**src/rtl/csi_rx_frame_monitor.sv**
```systemverilog
// ---------------------------------------------------------------------------
// csi_rx_frame_monitor
//
// Sits after the CSI depacketizer in the csi_byte_clk domain. Re-emits the raw
// pixel stream with explicit start-of-frame / end-of-line tags for the ISP,
// measures line width and frame height against expected values, drops beats
// that arrive outside a line and raises sticky timing-error flags.
//
// A one-beat hold register delays every captured beat until either the next
// beat arrives (emitted with eol=0) or the line closes (emitted with eol=1).
// That lookahead is what lets the last beat of a line carry its EOL tag.
//
// Optional feature macro: CSI_FRAME_STATS_EN
//   defined   : line_pix, frame_lines, frame_cnt and err_* are live.
//   undefined : statistics and compare logic are not built; those outputs
//               are tied to 0. Stream tagging is identical in both builds.
//
// Ports
//   clock        in   byte clock (csi_byte_clk)
//   reset        in   asynchronous, active-high
//   enable       in   block enable (cam_en); 0 forces IDLE, drops held beat
//   in_frame     in   frame-active level from the depacketizer
//   in_line      in   line-active level from the depacketizer
//   din          in   raw pixel beat (PIX_PER_BEAT pixels)
//   din_valid    in   din qualifier
//   dout         out  tagged pixel beat
//   dout_valid   out  dout qualifier
//   dout_sof     out  first beat of frame, qualified by dout_valid
//   dout_eol     out  last beat of line, qualified by dout_valid
//   err_clr      in   clears the sticky error flags (a new error wins)
//   line_pix     out  pixel count of the last completed line (saturating)
//   frame_lines  out  line count of the last completed frame (saturating)
//   frame_cnt    out  completed frames, wraps
//   err_width    out  sticky: a line width differed from EXP_WIDTH
//   err_height   out  sticky: a frame height differed from EXP_HEIGHT
//   err_stray    out  sticky: beat outside a line, or frame ended mid-line
// ---------------------------------------------------------------------------
module csi_rx_frame_monitor #(
  parameter int DATA_W       = 16,
  parameter int PIX_PER_BEAT = 2,
  parameter int EXP_WIDTH    = 1920,
  parameter int EXP_HEIGHT   = 1080,
  parameter int CNT_W        = 16
) (
  input  logic              clock,
  input  logic              reset,
  input  logic              enable,
  input  logic              in_frame,
  input  logic              in_line,
  input  logic [DATA_W-1:0] din,
  input  logic              din_valid,
  output logic [DATA_W-1:0] dout,
  output logic              dout_valid,
  output logic              dout_sof,
  output logic              dout_eol,
  input  logic              err_clr,
  output logic [CNT_W-1:0]  line_pix,
  output logic [CNT_W-1:0]  frame_lines,
  output logic [CNT_W-1:0]  frame_cnt,
  output logic              err_width,
  output logic              err_height,
  output logic              err_stray
);

  typedef enum logic [1:0] {
    ST_IDLE  = 2'd0,
    ST_FRAME = 2'd1,
    ST_LINE  = 2'd2
  } state_t;

  state_t            state_q, state_d;
  logic              in_frame_q, in_frame_d;
  logic [DATA_W-1:0] hold_q, hold_d;
  logic              hold_vld_q, hold_vld_d;
  logic              sof_pend_q, sof_pend_d;
  logic [DATA_W-1:0] dout_q, dout_d;
  logic              dout_valid_q, dout_valid_d;
  logic              dout_sof_q, dout_sof_d;
  logic              dout_eol_q, dout_eol_d;

  logic active;
  logic capture;
  logic line_end;
  logic frame_end;

  // A line is open only while both levels are high; either one dropping in
  // LINE closes it, so a frame cut mid-line is also a line end.
  always_comb begin
    active    = enable && (state_q != ST_IDLE);
    capture   = active && in_frame && in_line && din_valid;
    line_end  = enable && (state_q == ST_LINE) && !(in_frame && in_line);
    frame_end = active && !in_frame;
  end

  always_comb begin
    state_d      = state_q;
    in_frame_d   = in_frame;
    hold_d       = hold_q;
    hold_vld_d   = hold_vld_q;
    sof_pend_d   = sof_pend_q;
    dout_d       = dout_q;
    dout_valid_d = 1'b0;
    dout_sof_d   = 1'b0;
    dout_eol_d   = 1'b0;

    if (!enable) begin
      state_d    = ST_IDLE;
      hold_vld_d = 1'b0;
      sof_pend_d = 1'b0;
    end else begin
      case (state_q)
        // in_frame_q keeps a frame that was already running when enable
        // returned from being restarted halfway through.
        ST_IDLE: begin
          if (in_frame && !in_frame_q) begin
            state_d    = ST_FRAME;
            sof_pend_d = 1'b1;
          end
        end
        ST_FRAME: begin
          if (!in_frame)    state_d = ST_IDLE;
          else if (in_line) state_d = ST_LINE;
        end
        ST_LINE: begin
          if (!in_frame)     state_d = ST_IDLE;
          else if (!in_line) state_d = ST_FRAME;
        end
        default: state_d = ST_IDLE;
      endcase

      // capture and line_end are mutually exclusive by construction.
      if (capture) begin
        if (hold_vld_q) begin
          dout_d       = hold_q;
          dout_valid_d = 1'b1;
          dout_sof_d   = sof_pend_q;
          sof_pend_d   = 1'b0;
        end
        hold_d     = din;
        hold_vld_d = 1'b1;
      end else if (line_end) begin
        if (hold_vld_q) begin
          dout_d       = hold_q;
          dout_valid_d = 1'b1;
          dout_sof_d   = sof_pend_q;
          dout_eol_d   = 1'b1;
          sof_pend_d   = 1'b0;
        end
        hold_vld_d = 1'b0;
      end

      if (frame_end) begin
        sof_pend_d = 1'b0;
        hold_vld_d = 1'b0;
      end
    end
  end

  always_ff @(posedge clock or posedge reset) begin
    if (reset) begin
      state_q      <= ST_IDLE;
      in_frame_q   <= 1'b0;
      hold_q       <= '0;
      hold_vld_q   <= 1'b0;
      sof_pend_q   <= 1'b0;
      dout_q       <= '0;
      dout_valid_q <= 1'b0;
      dout_sof_q   <= 1'b0;
      dout_eol_q   <= 1'b0;
    end else begin
      state_q      <= state_d;
      in_frame_q   <= in_frame_d;
      hold_q       <= hold_d;
      hold_vld_q   <= hold_vld_d;
      sof_pend_q   <= sof_pend_d;
      dout_q       <= dout_d;
      dout_valid_q <= dout_valid_d;
      dout_sof_q   <= dout_sof_d;
      dout_eol_q   <= dout_eol_d;
    end
  end

  assign dout       = dout_q;
  assign dout_valid = dout_valid_q;
  assign dout_sof   = dout_sof_q;
  assign dout_eol   = dout_eol_q;

`ifdef CSI_FRAME_STATS_EN
  localparam logic [CNT_W-1:0] PPB_C   = CNT_W'(PIX_PER_BEAT);
  localparam logic [CNT_W-1:0] EXP_W_C = CNT_W'(EXP_WIDTH);
  localparam logic [CNT_W-1:0] EXP_H_C = CNT_W'(EXP_HEIGHT);

  function automatic logic [CNT_W-1:0] sat_add(input logic [CNT_W-1:0] a,
                                               input logic [CNT_W-1:0] b);
    logic [CNT_W:0] sum;
    sum = {1'b0, a} + {1'b0, b};
    return sum[CNT_W] ? {CNT_W{1'b1}} : sum[CNT_W-1:0];
  endfunction

  logic [CNT_W-1:0] pix_cnt_q, pix_cnt_d;
  logic [CNT_W-1:0] line_cnt_q, line_cnt_d;
  logic [CNT_W-1:0] line_pix_q, line_pix_d;
  logic [CNT_W-1:0] frame_lines_q, frame_lines_d;
  logic [CNT_W-1:0] frame_cnt_q, frame_cnt_d;
  logic             err_width_q, err_width_d;
  logic             err_height_q, err_height_d;
  logic             err_stray_q, err_stray_d;
  logic             new_width, new_height, new_stray;

  always_comb begin
    pix_cnt_d     = pix_cnt_q;
    line_cnt_d    = line_cnt_q;
    line_pix_d    = line_pix_q;
    frame_lines_d = frame_lines_q;
    frame_cnt_d   = frame_cnt_q;
    new_width     = 1'b0;
    new_height    = 1'b0;
    new_stray     = (active && in_frame && !in_line && din_valid) ||
                    (enable && (state_q == ST_LINE) && !in_frame && in_line);

    // A disabled block abandons any partial line/frame so the next frame
    // starts counting from zero; the published results are kept.
    if (!enable) begin
      pix_cnt_d  = '0;
      line_cnt_d = '0;
    end

    if (capture) pix_cnt_d = sat_add(pix_cnt_q, PPB_C);

    if (line_end) begin
      line_pix_d = pix_cnt_q;
      new_width  = (pix_cnt_q != EXP_W_C);
      pix_cnt_d  = '0;
      line_cnt_d = sat_add(line_cnt_q, CNT_W'(1));
    end

    // Uses line_cnt_d so a line closed by the frame cut is included.
    if (frame_end) begin
      frame_lines_d = line_cnt_d;
      new_height    = (line_cnt_d != EXP_H_C);
      line_cnt_d    = '0;
      frame_cnt_d   = frame_cnt_q + CNT_W'(1);
    end

    err_width_d  = (err_width_q  && !err_clr) || new_width;
    err_height_d = (err_height_q && !err_clr) || new_height;
    err_stray_d  = (err_stray_q  && !err_clr) || new_stray;
  end

  always_ff @(posedge clock or posedge reset) begin
    if (reset) begin
      pix_cnt_q     <= '0;
      line_cnt_q    <= '0;
      line_pix_q    <= '0;
      frame_lines_q <= '0;
      frame_cnt_q   <= '0;
      err_width_q   <= 1'b0;
      err_height_q  <= 1'b0;
      err_stray_q   <= 1'b0;
    end else begin
      pix_cnt_q     <= pix_cnt_d;
      line_cnt_q    <= line_cnt_d;
      line_pix_q    <= line_pix_d;
      frame_lines_q <= frame_lines_d;
      frame_cnt_q   <= frame_cnt_d;
      err_width_q   <= err_width_d;
      err_height_q  <= err_height_d;
      err_stray_q   <= err_stray_d;
    end
  end

  assign line_pix    = line_pix_q;
  assign frame_lines = frame_lines_q;
  assign frame_cnt   = frame_cnt_q;
  assign err_width   = err_width_q;
  assign err_height  = err_height_q;
  assign err_stray   = err_stray_q;
`else
  // Statistics not built: inputs and compare constants are intentionally
  // left without a load.
  logic [CNT_W:0] unused_stats;
  assign unused_stats = {err_clr,
                         CNT_W'(PIX_PER_BEAT) ^ CNT_W'(EXP_WIDTH) ^ CNT_W'(EXP_HEIGHT)};

  assign line_pix    = '0;
  assign frame_lines = '0;
  assign frame_cnt   = '0;
  assign err_width   = 1'b0;
  assign err_height  = 1'b0;
  assign err_stray   = 1'b0;
`endif

endmodule
```
**config.mk**
```make
export PLATFORM = sky130hd
export DESIGN_NAME = csi_rx_frame_monitor
export DESIGN_NICKNAME = d
export VERILOG_FILES = /design/src/rtl/csi_rx_frame_monitor.sv
export SDC_FILE = /design/constraint.sdc
export NUM_CORES = 1
export LEC_CHECK = 0
export CAP_MARGIN = 20
export CORE_ASPECT_RATIO = 0.6
export CORE_MARGIN = 5
export CORE_UTILIZATION = 44
export DETAILED_ROUTE_END_ITERATION = 10
export PLACE_DENSITY = 0.83
export SETUP_SLACK_MARGIN = 0.2
export SKIP_CTS_REPAIR_TIMING = 1
export SYNTH_ARGS = -nofsm -noshare
export SYNTH_HDL_FRONTEND = slang
export SYNTH_SLANG_ARGS = --single-unit
```
**constraint.sdc**
```tcl
create_clock -name clock -period 5.1 [get_ports clock]
set_clock_uncertainty 0.1 [all_clocks]
set_input_delay 0.765 -clock clock [delete_from_list [all_inputs] [get_ports clock]]
set_output_delay 0.765 -clock clock [all_outputs]
set_load 0.02 [all_outputs]
```
==> results.yml, run 1 <==
clock_tree:
  numCtsBuffers: 5
  path_clk_slew_ns: 0.07
  h-tree-depth: 2
  clock_sinks: 40
  ctsLongestPathBuffers: 2
  clk_latency_ns: 0.28
  cts_root_buffer: "clkbuf_8"
  cts_tree: "done"
grt:
  grt_pass1_wl_um: 4930
  grt_overflow: 0
  antenna_found_initial: 0
  grt_util_all_layers_pct: 11.2
  grt_max_degree: 41
  grt_pass1_vias: 983
setup_path:
  crit_required_ns: 5.17
  critPathTopFamily: "simple AND/OR/NAND/NOR gates"
  cp-start-kind: "primary input"
  slowest_stage: "and3b_1"
  critPathArrivalTime_ns: 2.70
  path_class: "in -> reg"
  path_max_fanout: 17
  cp_slowest_stage_delay_ns: 0.70
  crit_chain: "clkdlybuf4s50_1, and3_1, and3b_1, mux2_2"
  end_kind: "flop"
  critPathBufInv: 1
detailed_routing:
  drt_iter0_drc: 27
  wirelength_um: 3370
  postRouteAntennaNets: 0
  dr.pass1.iters: 4
  vias_per_cell: 4.01
  drt-wirelength-per-cell_um: 13.2
  drc_errors: 0
  vias: 1026
timing:
  setup_viol: 0
  min_period_ns: 2.63
  finalHoldWorstSlack_ns: 0.404
  finalWorstSetupSlack_ns: 2.47
  maxSlewViolCount: 0
  finalSetupTns_ns: 0
  rsz0062_at_grt: "false"
  maxSlewHeadroom_pct: 45.7
  hold_violations: 0
  tightestPinTransition_ns: 0.814
  finalCritPeriodShare_pct: 51.7
  timing.fmax_mhz: 380
power:
  report.power.total_mw: 0.657
  irDropWorstVdd_v: 0.000136
  p_leak_nw: 1.14
  power-per-cell-area_nw_per_um2: 282
outcome:
  status: "finished, final reports clean"
yosys:
  synthSimpleGateAreaFrac_pct: 3.69
  synth_compound_area_share_pct: 3.94
  synthCells: 150
  ys_seq_area_share_pct: 50.9
  synth_fa_ha_area_share_pct: 0
  synth_warnings: 0
  syn_area_per_cell_sq_um: 13.1
  synth_top_family_by_area: "buffers and inverters"
  yosys-mux-area-fraction_pct: 20.2
  ys_seq_elements: 40
  synthDistinctLibCells: 24
  synth_xor_xnor_area_share_pct: 0
  syn_area_sq_um: 1970
job:
  maxCapViolCount: 0
die:
  coreArea_sq_um: 4210
  die-height_um: 61.8
  placementRows: 18
  ios: 93
  initial_core_util_pct: 46.7
  die_w_um: 96.3
  dieArea_sq_um: 5950
cells_and_area:
  area_growth_pct: 18.6
  antenna_cells: 0
  layout_common_cells: "conb_1, dfrtp_1, clkdlybuf4s50_1, mux2_2, mux2_4"
  drive_gt1_share_pct: 22.4
  seq_area_sq_um: 1000
  fin_util_pct: 55.4
  nNetsFinal: 218
  layout_commonest_cell: "conb_1"
  num-fill-cells: 371
  final_area_sq_um: 2330
  multi_input_area_sq_um: 739
  final_cells: 256
place:
  gp_congestion: 0.741
  placed_area_sq_um: 2230
  dp_hpwl_um: 2510
  dp.cells: 247
  pre_cts_ws_ns: 1.91
  io_buffers: 40
hold_path:
  hold_class: "reg -> reg"
[metal layers]
metal  global-route usage, %  vias up  part of all wire (%)
li1                        -      487                     -
met1                    15.5      504                    45
met2                    16.0       35                    47
met3                    5.17        0                   8.0
met4                    2.99        0                     0
met5                       0        -                     0
[sequential cells by signal (all words and copies together) (netlist names)]
signal      cells
state_q         2
dout_eol        1
dout_sof        1
dout_valid      1
dout           16
sof_pend_q      1
in_frame_q      1
hold_q         16
hold_vld_q      1
[cell type report]
cell class	instances	share of cell area, %
repair buffers	42	18.1
inverters	1	0.161
flip-flops and latches	40	42.9
clock buffers	8	3.86
multi-input cells	105	31.7
well taps	60	3.22
[cell usage after synthesis, drive strengths merged]
cell / instances / area [sq um]
buf: 54 / 410
inv: 1 / 3.75
dfrtp: 40 / 1000
o21ba: 1 / 10.0
nor2: 1 / 6.26
nor2b: 2 / 12.5
nand3: 2 / 10.0
a211oi: 1 / 20.0
and3: 2 / 12.5
o211ai: 1 / 7.51
and3b: 1 / 8.76
nand2: 1 / 3.75
conb: 1 / 3.75
and2: 1 / 6.26
a21o: 1 / 7.51
a21oi: 2 / 10.0
mux2: 33 / 398
o22ai: 1 / 6.26
nand2b: 2 / 12.5
a21boi: 1 / 7.51
a2bb2oi: 1 / 8.76
[final timing paths]
check,cells past startpoint,end,slack (ns),from
setup / recovery,4,hold_q[8],2.47,in_frame
hold / removal,1,dout[5],0.40,hold_q[5]
setup reg to reg,4,dout[3],3.17,state_q[0]
hold reg to reg,1,dout[5],0.40,hold_q[5]
max in group asynchronous,3,dout[4],3.76,reset
min in group asynchronous,3,dout_valid,0.81,reset
[power by group]
group	total [mW]	switching (mW)	internal (mW)	leakage (nW)
sequential	0.354	0.0124	0.342	0.542
combinational	0.0920	0.0546	0.0374	0.552
clock	0.211	0.101	0.110	0.0455
[cell families (layout without fill, tap and decap cells)]
logic type / Yosys count / count (layout)
multiplexers: 33 / 33
AO/OA/AOI/OAI: 9 / 9
flip-flops: 40 / 40
buffers and inverters: 55 / 51
AND/OR/NAND/NOR: 12 / 12
other: 1 / 51
Power figures use the tool's default switching activity.
==> run 2, diff against run 1 <==
--- a/config.mk
+++ b/config.mk
@@ -8,9 +8,9 @@
 export CAP_MARGIN = 20
 export CORE_ASPECT_RATIO = 0.6
 export CORE_MARGIN = 5
-export CORE_UTILIZATION = 44
+export CORE_UTILIZATION = 37
 export DETAILED_ROUTE_END_ITERATION = 10
-export PLACE_DENSITY = 0.83
+export PLACE_DENSITY = 0.74
 export SETUP_SLACK_MARGIN = 0.2
 export SKIP_CTS_REPAIR_TIMING = 1
 export SYNTH_ARGS = -nofsm -noshare
==> constraint.sdc (replaced) <==
create_clock -name clock -period 2.4 [get_ports clock]
set_clock_uncertainty 0.1 [all_clocks]
set_input_delay 0.36 -clock clock [delete_from_list [all_inputs] [get_ports clock]]
set_output_delay 0.36 -clock clock [all_outputs]
set_load 0.02 [all_outputs]
==> run 2 against run 1 <==
Compared with the run above:
- utilization fell by 8.8 points
- flip-flop and latch count is the same
- cell area grew 1.9%
- die area up 16%
- critical path type unchanged
- non-clock buffer count up 2
- via count up 2.9%
==> results.yml, run 2 (synthesis results as in run 1) <==
outcome:
  status: "finished, final reports clean"
place:
  pre_cts_ws_ns: 0.137
  placed_area_sq_um: 2270
  dp_hpwl_um: 2540
  gp_congestion: 0.724
  io_buffers: 40
detailed_routing:
  vias: 1056
  postRouteAntennaNets: 0
  drc_errors: 0
  dr.pass1.iters: 3
  wirelength_um: 3420
  vias_per_cell: 4.00
  drt-wirelength-per-cell_um: 12.9
  drt_iter0_drc: 10
clock_tree:
  numCtsBuffers: 5
  ctsLongestPathBuffers: 2
  h-tree-depth: 2
  cts_root_buffer: "clkbuf_8"
  clk_latency_ns: 0.28
  cts_tree: "done"
  clock_sinks: 40
  path_clk_slew_ns: 0.07
grt:
  grt_max_degree: 41
  grt_overflow: 0
  antenna_found_initial: 0
  grt_util_all_layers_pct: 9.80
  grt_pass1_vias: 1047
  grt_pass1_wl_um: 5270
setup_path:
  crit_required_ns: 2.46
  critPathBufInv: 2
  critPathTopFamily: "buffers and inverters"
  critPathArrivalTime_ns: 2.02
  end_kind: "flop"
  cp_slowest_stage_delay_ns: 0.62
  crit_chain: "clkdlybuf4s50_1, nand3_1, a211oi_4, buf_4, mux2_2"
  path_max_fanout: 10
  cp-start-kind: "primary input"
  slowest_stage: "clkdlybuf4s50_1"
  path_class: "in -> reg"
cells_and_area:
  final_area_sq_um: 2380
  antenna_cells: 0
  layout_common_cells: "conb_1, dfrtp_1, clkdlybuf4s50_1, mux2_2, mux2_4"
  drive_gt1_share_pct: 23.7
  area_growth_pct: 20.9
  layout_commonest_cell: "conb_1"
  nNetsFinal: 220
timing:
  tightestPinTransition_ns: 0.510
  finalCritPeriodShare_pct: 81.8
  finalWorstSetupSlack_ns: 0.437
  setup_viol: 0
  timing.fmax_mhz: 509
  rsz0062_at_grt: "false"
  hold_violations: 0
  min_period_ns: 1.96
  maxSlewViolCount: 0
  finalSetupTns_ns: 0
  maxSlewHeadroom_pct: 66.0
die:
  ios: 93
  die_w_um: 104
  placementRows: 20
  initial_core_util_pct: 38.5
  coreArea_sq_um: 5100
  dieArea_sq_um: 6920
  die-height_um: 66.5
power:
  p_leak_nw: 1.16
  power-per-cell-area_nw_per_um2: 619
  irDropWorstVdd_v: 0.000324
job:
  maxCapViolCount: 0
hold_path:
  hold_class: "in -> async"
run 2: cell count changes in the layout (fill, tap and decap cells not counted):
cell / delta
clkbuf_1: -1
buf_4: +2
bufinv_16: +1
clkinv_2: +1
buf_8: -1
buf_12: +1
clkinv_1: +1
inv_1: -1
clkbuf_8: -1
run 2: through the flow:
stage	utilization [%]	hold WS [ns]	cells	total power, mW
global route	46.6	0.420	264	1.55
floorplan	-	0.291	200	0.961
finish	46.6	0.396	264	1.47
global placement	44.5	0.381	256	0.955
CTS	46.6	0.404	264	1.50
detailed placement	44.5	0.390	256	0.960
run 2: final timing paths:
path / cells after the start / start / endpoint / slack (ns)
worst max-delay path: 5 / in_frame / dout[2] / 0.44
worst min-delay path: 3 / reset / hold_q[1] / 0.40
worst max register to register: 4 / state_q[0] / dout[2] / 0.71
worst min register to register: 1 / hold_q[13] / hold_q[13] / 0.40
max in group asynchronous: 3 / reset / hold_q[2] / 1.45
min in group clock: 1 / hold_q[13] / hold_q[13] / 0.40
run 2: metal layers:
layer | vias to the layer above | part of all wire, % | track usage, %
li1 | 491 | - | -
met1 | 526 | 42 | 11.8
met2 | 39 | 49 | 15.6
met3 | 0 | 9.7 | 5.42
met4 | 0 | 0 | 1.94
met5 | - | 0 | 0
run 2: cell type report:
class	instances	area, sq um
Tap cell	66	82.6
Clock inverter	2	35.0
Sequential cell	40	1000
Timing Repair Buffer	44	443
Inverter	1	3.75
Multi-Input combinational cell	105	739
Fill cell	474	2730
Clock buffer	6	72.6
run 2: tightest hold or removal path: stages:
cell and delay, ns:
clkdlybuf4s50_1 0.40, clkinv_1 0.04, buf_4 0.42
run 2: report_power, final:
part,switching [mW],internal [mW],total [mW]
clock,0.215,0.308,0.524
sequential,0.0253,0.726,0.751
combinational,0.116,0.0800,0.196
==> run 3, diff against run 2 <==
==> constraint.sdc (replaced) <==
create_clock -name clock -period 1.7 [get_ports clock]
set_clock_uncertainty 0.1 [all_clocks]
set_input_delay 0.255 -clock clock [delete_from_list [all_inputs] [get_ports clock]]
set_output_delay 0.255 -clock clock [all_outputs]
set_load 0.02 [all_outputs]
==> run 3 against run 2 <==
Compared with the run above:
- cell area grew 8.9%
- flip-flop and latch count is the same
- clock power rose by 13%
- die area unchanged
- worst hold slack got worse by 0.17 ns
- non-clock buffer count rose by 13
- via count up 5.7%
- critical path depth is the same
- sequential share of layout area is 3.4 points lower
- cell count grew 4.5%
- power is 33% higher
==> results.yml, run 3 (synthesis results as in run 1) <==
grt:
  grt_pass1_wl_um: 5560
  grt_overflow: 0
  antenna_found_initial: 0
  grt_util_all_layers_pct: 10.3
  grt_pass1_vias: 1063
  grt_max_degree: 41
place:
  io_buffers: 40
  dp.cells: 261
  dp_hpwl_um: 2730
  gp_congestion: 0.834
  placed_area_sq_um: 2310
  pre_cts_ws_ns: -0.346
cells_and_area:
  multi_input_area_sq_um: 786
  final_area_sq_um: 2590
  antenna_cells: 0
  area_growth_pct: 31.6
  layout_common_cells: "conb_1, dfrtp_1, dlymetal6s2s_1, clkdlybuf4s50_1, mux2_2"
  final_cells: 276
  drive_gt1_share_pct: 30.0
  nNetsFinal: 233
  num-fill-cells: 485
  seq_area_sq_um: 1000
  layout_commonest_cell: "conb_1"
timing:
  setup_viol: 0
  finalSetupTns_ns: 0
  maxSlewViolCount: 0
  rsz0062_at_grt: "true"
  finalHoldWorstSlack_ns: 0.226
  finalWorstSetupSlack_ns: 0.0285
  hold_violations: 0
  finalCritPeriodShare_pct: 98.3
  timing.fmax_mhz: 598
  min_period_ns: 1.67
die:
  dieArea_sq_um: 6920
  coreArea_sq_um: 5100
  die-height_um: 66.5
  ios: 93
  initial_core_util_pct: 38.5
  die_w_um: 104
  placementRows: 20
detailed_routing:
  postRouteAntennaNets: 0
  wirelength_um: 3900
  drt-wirelength-per-cell_um: 14.1
  drt_iter0_drc: 37
  vias_per_cell: 4.04
  dr.pass1.iters: 4
  vias: 1116
  drc_errors: 0
setup_path:
  critPathTopFamily: "compound AO/OA/AOI/OAI gates"
  end_kind: "flop"
  path_max_fanout: 5
  cp-start-kind: "flop"
  cp_slowest_stage_delay_ns: 0.42
  reg2reg_slack_ns: 0.03
  crit_chain: "a21o_1, a211oi_4, buf_6, buf_8, mux2_4"
  critPathBufInv: 2
  critPathArrivalTime_ns: 1.75
  r2r_start: "state_q[0]"
  slowest_stage: "dfrtp_2"
  crit_start: "state_q[0]"
  path_class: "reg -> reg"
  crit_required_ns: 1.78
job:
  maxCapViolCount: 0
clock_tree:
  clk_latency_ns: 0.29
  path_clk_slew_ns: 0.07
  numCtsBuffers: 5
  clock_sinks: 40
  ctsLongestPathBuffers: 2
  cts_tree: "done"
  h-tree-depth: 2
  cts_root_buffer: "clkbuf_8"
power:
  irDropWorstVdd_v: 0.000430
  p_leak_nw: 1.62
  power-per-cell-area_nw_per_um2: 756
hold_path:
  hold_class: "in -> async"
outcome:
  status: "finished, final reports clean"
## run 3: changes by cell type in the layout (fill, tap and decap cells not counted), sizes merged
cell           previous run  this run
bufinv                    1         0
clkinv                    2         1
dlymetal6s2s              0        22
inv                       0         1
clkdlybuf4s50            40        18
buf                       4        17
## run 3: power breakdown
part | switching (mW) | total [mW] | internal [mW] | leakage, nW
clock network | 0.315 | 0.594 | 0.279 | 0.0410
registers | 0.0389 | 1.06 | 1.03 | 0.540
logic | 0.171 | 0.299 | 0.128 | 1.04
## run 3: layer usage
layer | GRT usage [%] | up-vias | share of wire [%]
met1 | 14.9 | 550 | 50
met3 | 4.26 | 6 | 6.5
met5 | 0 | - | 0
li1 | - | 518 | -
met4 | 3.88 | 0 | 0.95
met2 | 13.5 | 42 | 42
## run 3: area by class of cell
| cell class | instances | area share [%] |
|---|---|---|
| sequential | 40 | 38.7 |
| tap | 66 | 3.19 |
| timing repair buffer | 57 | 24.6 |
| clock buffer | 6 | 2.80 |
| inverter | 1 | 0.145 |
| clock inverter | 1 | 0.193 |
| multi-input combinational | 105 | 30.4 |
## run 3: final timing paths
| kind | cells after the start | endpoint |
|---|---|---|
| setup / recovery | 5 | dout[4] |
| hold / removal | 3 | dout[6] |
| setup reg to reg | 5 | dout[4] |
| hold reg to reg | 1 | dout[5] |
| max in group asynchronous | 3 | state_q[0] |
| min in group clock | 2 | state_q[0] |
## run 3: metrics by stage
| stage | power (mW) | util, % |
|---|---|---|
| 2_1_floorplan | 1.36 | - |
| 3_3_place_gp | 1.36 | 45.2 |
| 3_5_place_dp | 1.37 | 45.2 |
| 4_1_cts | 1.96 | 46.7 |
| 5_1_grt | 2.07 | 50.7 |
| 6_report | 1.96 | 50.7 |
## run 3: tightest hold or removal path: cells and delay by family
family / cells / cell delay (ns)
buf+inv: 3 / 0.73
